**src/rtl/easyaxi_rd_arb.sv**
```systemverilog
// easyaxi_rd_arb: round-robin arbiter sharing one EASYAXI slave read port (AR+R)
// among N_MST read masters. One burst in flight at a time: IDLE picks a master,
// ADDR forwards its AR, DATA routes R beats back until the RLAST handshake.
// Optional feature macro: EASYAXI_ARB_STAT_EN adds per-master AR grant counters
// on output arb_gnt_cnt (16 bits per master, saturating).

`ifndef AXI_ID_W
`define AXI_ID_W 4
`endif
`ifndef AXI_ADDR_W
`define AXI_ADDR_W 32
`endif
`ifndef AXI_LEN_W
`define AXI_LEN_W 8
`endif
`ifndef AXI_SIZE_W
`define AXI_SIZE_W 3
`endif
`ifndef AXI_BURST_W
`define AXI_BURST_W 2
`endif
`ifndef AXI_DATA_W
`define AXI_DATA_W 32
`endif
`ifndef AXI_RESP_W
`define AXI_RESP_W 2
`endif

module easyaxi_rd_arb #(
  parameter int N_MST = 4,
  parameter int GNT_W = 2
) (
  input  logic                            clk,
  input  logic                            rst,
  input  logic                            enable,
  // master-side AR
  input  logic [N_MST-1:0]                mst_arvalid,
  output logic [N_MST-1:0]                mst_arready,
  input  logic [N_MST*`AXI_ID_W-1:0]      mst_arid,
  input  logic [N_MST*`AXI_ADDR_W-1:0]    mst_araddr,
  input  logic [N_MST*`AXI_LEN_W-1:0]     mst_arlen,
  input  logic [N_MST*`AXI_SIZE_W-1:0]    mst_arsize,
  input  logic [N_MST*`AXI_BURST_W-1:0]   mst_arburst,
  // master-side R
  output logic [N_MST-1:0]                mst_rvalid,
  input  logic [N_MST-1:0]                mst_rready,
  output logic [`AXI_DATA_W-1:0]          mst_rdata,
  output logic [`AXI_RESP_W-1:0]          mst_rresp,
  output logic                            mst_rlast,
  // slave-side AR
  output logic                            slv_arvalid,
  input  logic                            slv_arready,
  output logic [`AXI_ID_W-1:0]            slv_arid,
  output logic [`AXI_ADDR_W-1:0]          slv_araddr,
  output logic [`AXI_LEN_W-1:0]           slv_arlen,
  output logic [`AXI_SIZE_W-1:0]          slv_arsize,
  output logic [`AXI_BURST_W-1:0]         slv_arburst,
  // slave-side R
  input  logic                            slv_rvalid,
  output logic                            slv_rready,
  input  logic [`AXI_DATA_W-1:0]          slv_rdata,
  input  logic [`AXI_RESP_W-1:0]          slv_rresp,
  input  logic                            slv_rlast,
  // status
  output logic                            arb_busy,
`ifdef EASYAXI_ARB_STAT_EN
  output logic [N_MST*16-1:0]             arb_gnt_cnt,
`endif
  output logic [GNT_W-1:0]                arb_gnt
);

  typedef enum logic [1:0] {S_IDLE, S_ADDR, S_DATA} state_t;

  state_t           state, state_nxt;
  logic [GNT_W-1:0] gnt, rr_ptr, pick, gnt_inc;
  logic [GNT_W:0]   idx;
  logic             found, ar_hs, r_done;

  // Round-robin search: first requester at rr_ptr, rr_ptr+1, ... wrapping at N_MST.
  // idx is one bit wider so the wrap works for non-power-of-2 N_MST.
  always_comb begin
    pick  = '0;
    found = 1'b0;
    idx   = '0;
    for (int k = 0; k < N_MST; k++) begin
      idx = {1'b0, rr_ptr} + (GNT_W+1)'(k);
      if (idx >= (GNT_W+1)'(N_MST)) idx = idx - (GNT_W+1)'(N_MST);
      if (!found && mst_arvalid[idx[GNT_W-1:0]]) begin
        found = 1'b1;
        pick  = idx[GNT_W-1:0];
      end
    end
  end

  assign gnt_inc = (gnt == GNT_W'(N_MST-1)) ? '0 : gnt + 1'b1;
  assign ar_hs   = (state == S_ADDR) && mst_arvalid[gnt] && slv_arready;
  assign r_done  = (state == S_DATA) && slv_rvalid && mst_rready[gnt] && slv_rlast;

  // Next-state: one burst at a time, one IDLE bubble between bursts.
  always_comb begin
    state_nxt = state;
    case (state)
      S_IDLE:  if (enable && found) state_nxt = S_ADDR;
      S_ADDR:  if (ar_hs)           state_nxt = S_DATA;
      S_DATA:  if (r_done)          state_nxt = S_IDLE;
      default:                      state_nxt = S_IDLE;
    endcase
  end

  // State, grant index and round-robin pointer registers.
  always_ff @(posedge clk) begin
    if (rst) begin
      state  <= S_IDLE;
      gnt    <= '0;
      rr_ptr <= '0;
    end else begin
      state <= state_nxt;
      if (state == S_IDLE && enable && found) gnt <= pick;
      if (r_done) rr_ptr <= gnt_inc;
    end
  end

  // Handshake routing: only the granted master sees ready/valid, and only in its phase.
  always_comb begin
    slv_arvalid = 1'b0;
    mst_arready = '0;
    mst_rvalid  = '0;
    slv_rready  = 1'b0;
    case (state)
      S_ADDR: begin
        slv_arvalid      = mst_arvalid[gnt];
        mst_arready[gnt] = slv_arready;
      end
      S_DATA: begin
        mst_rvalid[gnt] = slv_rvalid;
        slv_rready      = mst_rready[gnt];
      end
      default: ;
    endcase
  end

  // AR payload mux from the granted master.
  always_comb begin
    slv_arid    = '0;
    slv_araddr  = '0;
    slv_arlen   = '0;
    slv_arsize  = '0;
    slv_arburst = '0;
    for (int i = 0; i < N_MST; i++) begin
      if (gnt == GNT_W'(i)) begin
        slv_arid    = mst_arid   [i*`AXI_ID_W    +: `AXI_ID_W];
        slv_araddr  = mst_araddr [i*`AXI_ADDR_W  +: `AXI_ADDR_W];
        slv_arlen   = mst_arlen  [i*`AXI_LEN_W   +: `AXI_LEN_W];
        slv_arsize  = mst_arsize [i*`AXI_SIZE_W  +: `AXI_SIZE_W];
        slv_arburst = mst_arburst[i*`AXI_BURST_W +: `AXI_BURST_W];
      end
    end
  end

  // R payload is broadcast; mst_rvalid alone qualifies it.
  assign mst_rdata = slv_rdata;
  assign mst_rresp = slv_rresp;
  assign mst_rlast = slv_rlast;
  assign arb_busy  = (state != S_IDLE);
  assign arb_gnt   = gnt;

`ifdef EASYAXI_ARB_STAT_EN
  logic [N_MST-1:0][15:0] gnt_cnt;

  for (genvar g = 0; g < N_MST; g++) begin : g_cnt
    // Count AR handshakes of master g, saturating at all-ones.
    always_ff @(posedge clk) begin
      if (rst)
        gnt_cnt[g] <= '0;
      else if (ar_hs && gnt == GNT_W'(g) && gnt_cnt[g] != 16'hFFFF)
        gnt_cnt[g] <= gnt_cnt[g] + 16'd1;
    end
  end

  assign arb_gnt_cnt = gnt_cnt;
`endif

endmodule

```
**config.mk**
```make
export PLATFORM = sky130hd
export DESIGN_NAME = easyaxi_rd_arb
export DESIGN_NICKNAME = d
export VERILOG_FILES = /design/src/rtl/easyaxi_rd_arb.sv
export SDC_FILE = /design/constraint.sdc
export NUM_CORES = 1
export LEC_CHECK = 0
export CAP_MARGIN = 20
export CORE_AREA = 2 2 134 136
export DETAILED_ROUTE_END_ITERATION = 10
export DIE_AREA = 0 0 136 138
export PLACE_DENSITY_LB_ADDON = 0.08
export SYNTH_ARGS = -nofsm -noshare
export SYNTH_HDL_FRONTEND = slang
export SYNTH_SLANG_ARGS = --single-unit
```
**constraint.sdc**
```tcl
create_clock -name clk -period 2.45 [get_ports clk]
set_input_delay 0.735 -clock clk [delete_from_list [all_inputs] [get_ports clk]]
set_output_delay 0.735 -clock clk [all_outputs]
set_load 0.02 [all_outputs]
```
==> impl_metrics.csv <==
group,metric,value,unit
sta,finalCritPeriodShare,101.9,%
synth,synth_seq_cells,6,
cts,cts-hold-fix-buffers,0,
die,core,17530,um^2
global_route,gr-usage-all-layers,15.38,%
placed_design,placed_area,5812,um^2
sta,grt_setup_unrepaired,"yes",
layout,fillers,1827,
setup_path,crit_fanout,1,
synth,synth_area,2545,um^2
synth,synth_edf_count,0,
sta,slew_violations,0,
pwr,power.leakage,2.767,nW
placed_design,place_ws,-0.6601,ns
outcome,violations,"setup timing",
run,maxCapViolations,0,
die,die_w,136,um
route,wl_per_cell,18.51,um
route,drt-total-wl,15850,um
pwr,p_per_area,320.7,nW/um^2
cts,insertion_delay,0.22,ns
outcome,run_status,"finished, violations left",
route,vias,3882,
cts,clk_path_buf_depth,2,
synth,avgSynthCellArea,6.751,um^2
setup_path,max_stage_delay,0.39,ns
layout,multiInputGateArea,2993,um^2
placed_design,io_buffers,272,
layout,final_nets,875,
die,start_util,14.51,%
setup_path,endpoint_kind,"primary output",
die,num_rows,49,
cts,cts_made_buffers,3,
cts,clk_pin_slew,0.04,ns
sta,setup_ws,-0.04731,ns
route,viasPerCell,4.535,
synth,ys_types,39,
placed_design,place.gp.congestion,0.7919,
sta,period_minus_slack,2.497,ns
pwr,clock_power_share,12.4,%
synth,synth_flop_cell,"dfxtp_1",
setup_path,cp_cell_sequence,"clkdlybuf4s50_1 > nor2b_2 > a221oi_2 > o31ai_2 > buf_4",
global_route,antenna_found_initial,2,
setup_path,crit_family,"buffers and inverters",
pwr,combPwrFrac,82.4,%
cts,cts.htree.levels,1,
setup_path,cp_num_buf_inv,2,
setup_path,crit_arrival,1.76,ns
global_route,grt_pass1_wl,23090,um
cts,numClockSinks,6,
layout,drive_gt1_share,44.80,%
global_route,grt_max_degree,37,
route,firstDrtPassIters,4,
cts,ctsRootBufferMaster,"clkbuf_16",
setup_path,cp_slowest_cell,"clkdlybuf4s50_1",
sta,fmax,400.4,MHz
global_route,grt_pass1_vias,3951,
layout,final_area,6680,um^2
synth,async_flop_share,0,%
global_route,grt_overflow_total,0,
die,die_area,18770,um^2
sta,relSlewSlack,73.15,%
synth,ys_warn_count,0,
worst_hold_path,hp-class,"reg2reg",
pwr,p_sw,0.8708,mW
setup_path,path_class,"in2out",
sta,fin_worst_skew,0.0005840,ns
sta,worstMarginPinSlew,0.4019,ns
setup_path,crit_required,1.71,ns
pwr,seq_power_share,5.2,%
pwr,p_sw_share,40.65,%
route,drc,0,
pwr,internal_power,1.271,mW
synth,synthCells,377,
layout,regArea,127.6,um^2
pwr,ir_worst_vdd,253.1,uV
route,antenna_left,0,
cts,cts_tree,"done",
layout,area_growth_syn_to_layout,162.5,%
synth,ys_seq_area_share,4.720,%
pwr,total_power,2.142,mW
layout,fin_util,38.10,%
placed_design,hpwl,11870,um
die,die_h,138,um
die,ios,341,
route,drt_iter0_drc,94,
synth,syn_nets,625,
sta,hold_viol_final,0,
sta,setup_violations,4,
setup_path,critPathLaunchType,"input pin",
==> worst reg2reg max path: cells and delay by family, from the launching register on <==
kind	cells	cell delay, ns
buffers and inverters	1	0.16
AND/OR/NAND/NOR	1	0.24
flip-flops	1	0.38
multiplexers	2	0.84
==> routing by layer <==
| layer | track usage [%] | up-vias | routed length, um |
|---|---|---|---|
| met5 | 0 | - | 0 |
| met4 | 1.919 | 0 | 146 |
| met1 | 18.40 | 1847 | 6370 |
| li1 | - | 1864 | - |
| met2 | 28.83 | 163 | 8092 |
| met3 | 2.897 | 8 | 1235 |
==> what timing repair did <==
item	4_1_cts	5_1_grt
pin swaps	81	45
resized for setup	504	36
gates cloned	4	3
endpoints found under the setup margin	60	54
setup buffers	7	0
==> cells in the mapped netlist, drive strengths merged (3+ instances only) <==
master,n,area (um^2)
and3,6,42.54
a221oi,49,429.2
nor2b,97,606.8
and2,5,31.28
inv,6,22.52
o31ai,49,367.9
ha,4,50.05
buf,43,295.3
nand2b,3,18.77
nor2,3,11.26
nand2,49,183.9
clkbuf,31,117.6
dfxtp,6,120.1
==> power by group through the flow <==
stage               clock (mW)  sequential, mW  combinational, mW
finish                   0.266           0.111               1.76
global route             0.273           0.113               1.87
CTS                      0.272           0.111               1.76
detailed placement           0           0.112               1.58
global placement             0           0.112               1.57
floorplan                    0           0.116              0.788
==> final timing paths <==
| check | startpoint | endpoint | slack (ns) | cells past startpoint |
|---|---|---|---|---|
| setup / recovery | mst_arid[0] | slv_arid[0] | -0.05 | 5 |
| hold / removal | state[1] | state[1] | 0.55 | 2 |
| hold reg to reg | state[1] | state[1] | 0.55 | 2 |
| setup reg to reg | arb_gnt[0] | rr_ptr[0] | 0.72 | 4 |
==> cells in the final DEF (no fill, tap or decap), drive strengths merged, types with 6 or more instances in the layout <==
master,count
dlygate4sd2,56
o31ai,49
inv,6
dfxtp,6
clkbuf,12
dlymetal6s2s,8
buf,101
nor2b,97
and3,6
a221oi,49
nand2,49
clkdlybuf4s50,141
==> cell type report <==
class | count | share of cell area [%]
Sequential cell | 6 | 1.910
Tap cell | 229 | 4.289
Antenna cell | 2 | 0.07492
Timing Repair Buffer | 319 | 47.39
Multi-Input combinational cell | 291 | 44.80
Clock buffer | 3 | 1.124
Inverter | 6 | 0.4121
==> state kept, by name (all words and copies together), names as in the netlist <==
name / flops
arb_gnt: 2
rr_ptr: 2
state: 2
==> through the flow <==
step                      TNS (ns)  std cells  hold WS, ns
after CTS                  -0.7587        852       0.5476
after global routing        -2.022        856       0.5708
after global placement      -29.59        840       0.5231
after detailed placement    -30.34        840       0.5354
final                     -0.07867        856       0.5479
after floorplan                  0        377       0.4805
==> kinds of logic after synthesis <==
group | synth area share (%)
compound gates | 34.96
buf+inv | 17.11
mux | 3.146
fa+ha+maj | 1.967
flops | 4.720
simple gates | 38.10
Note: power is estimated with default switching activity, not from simulation.
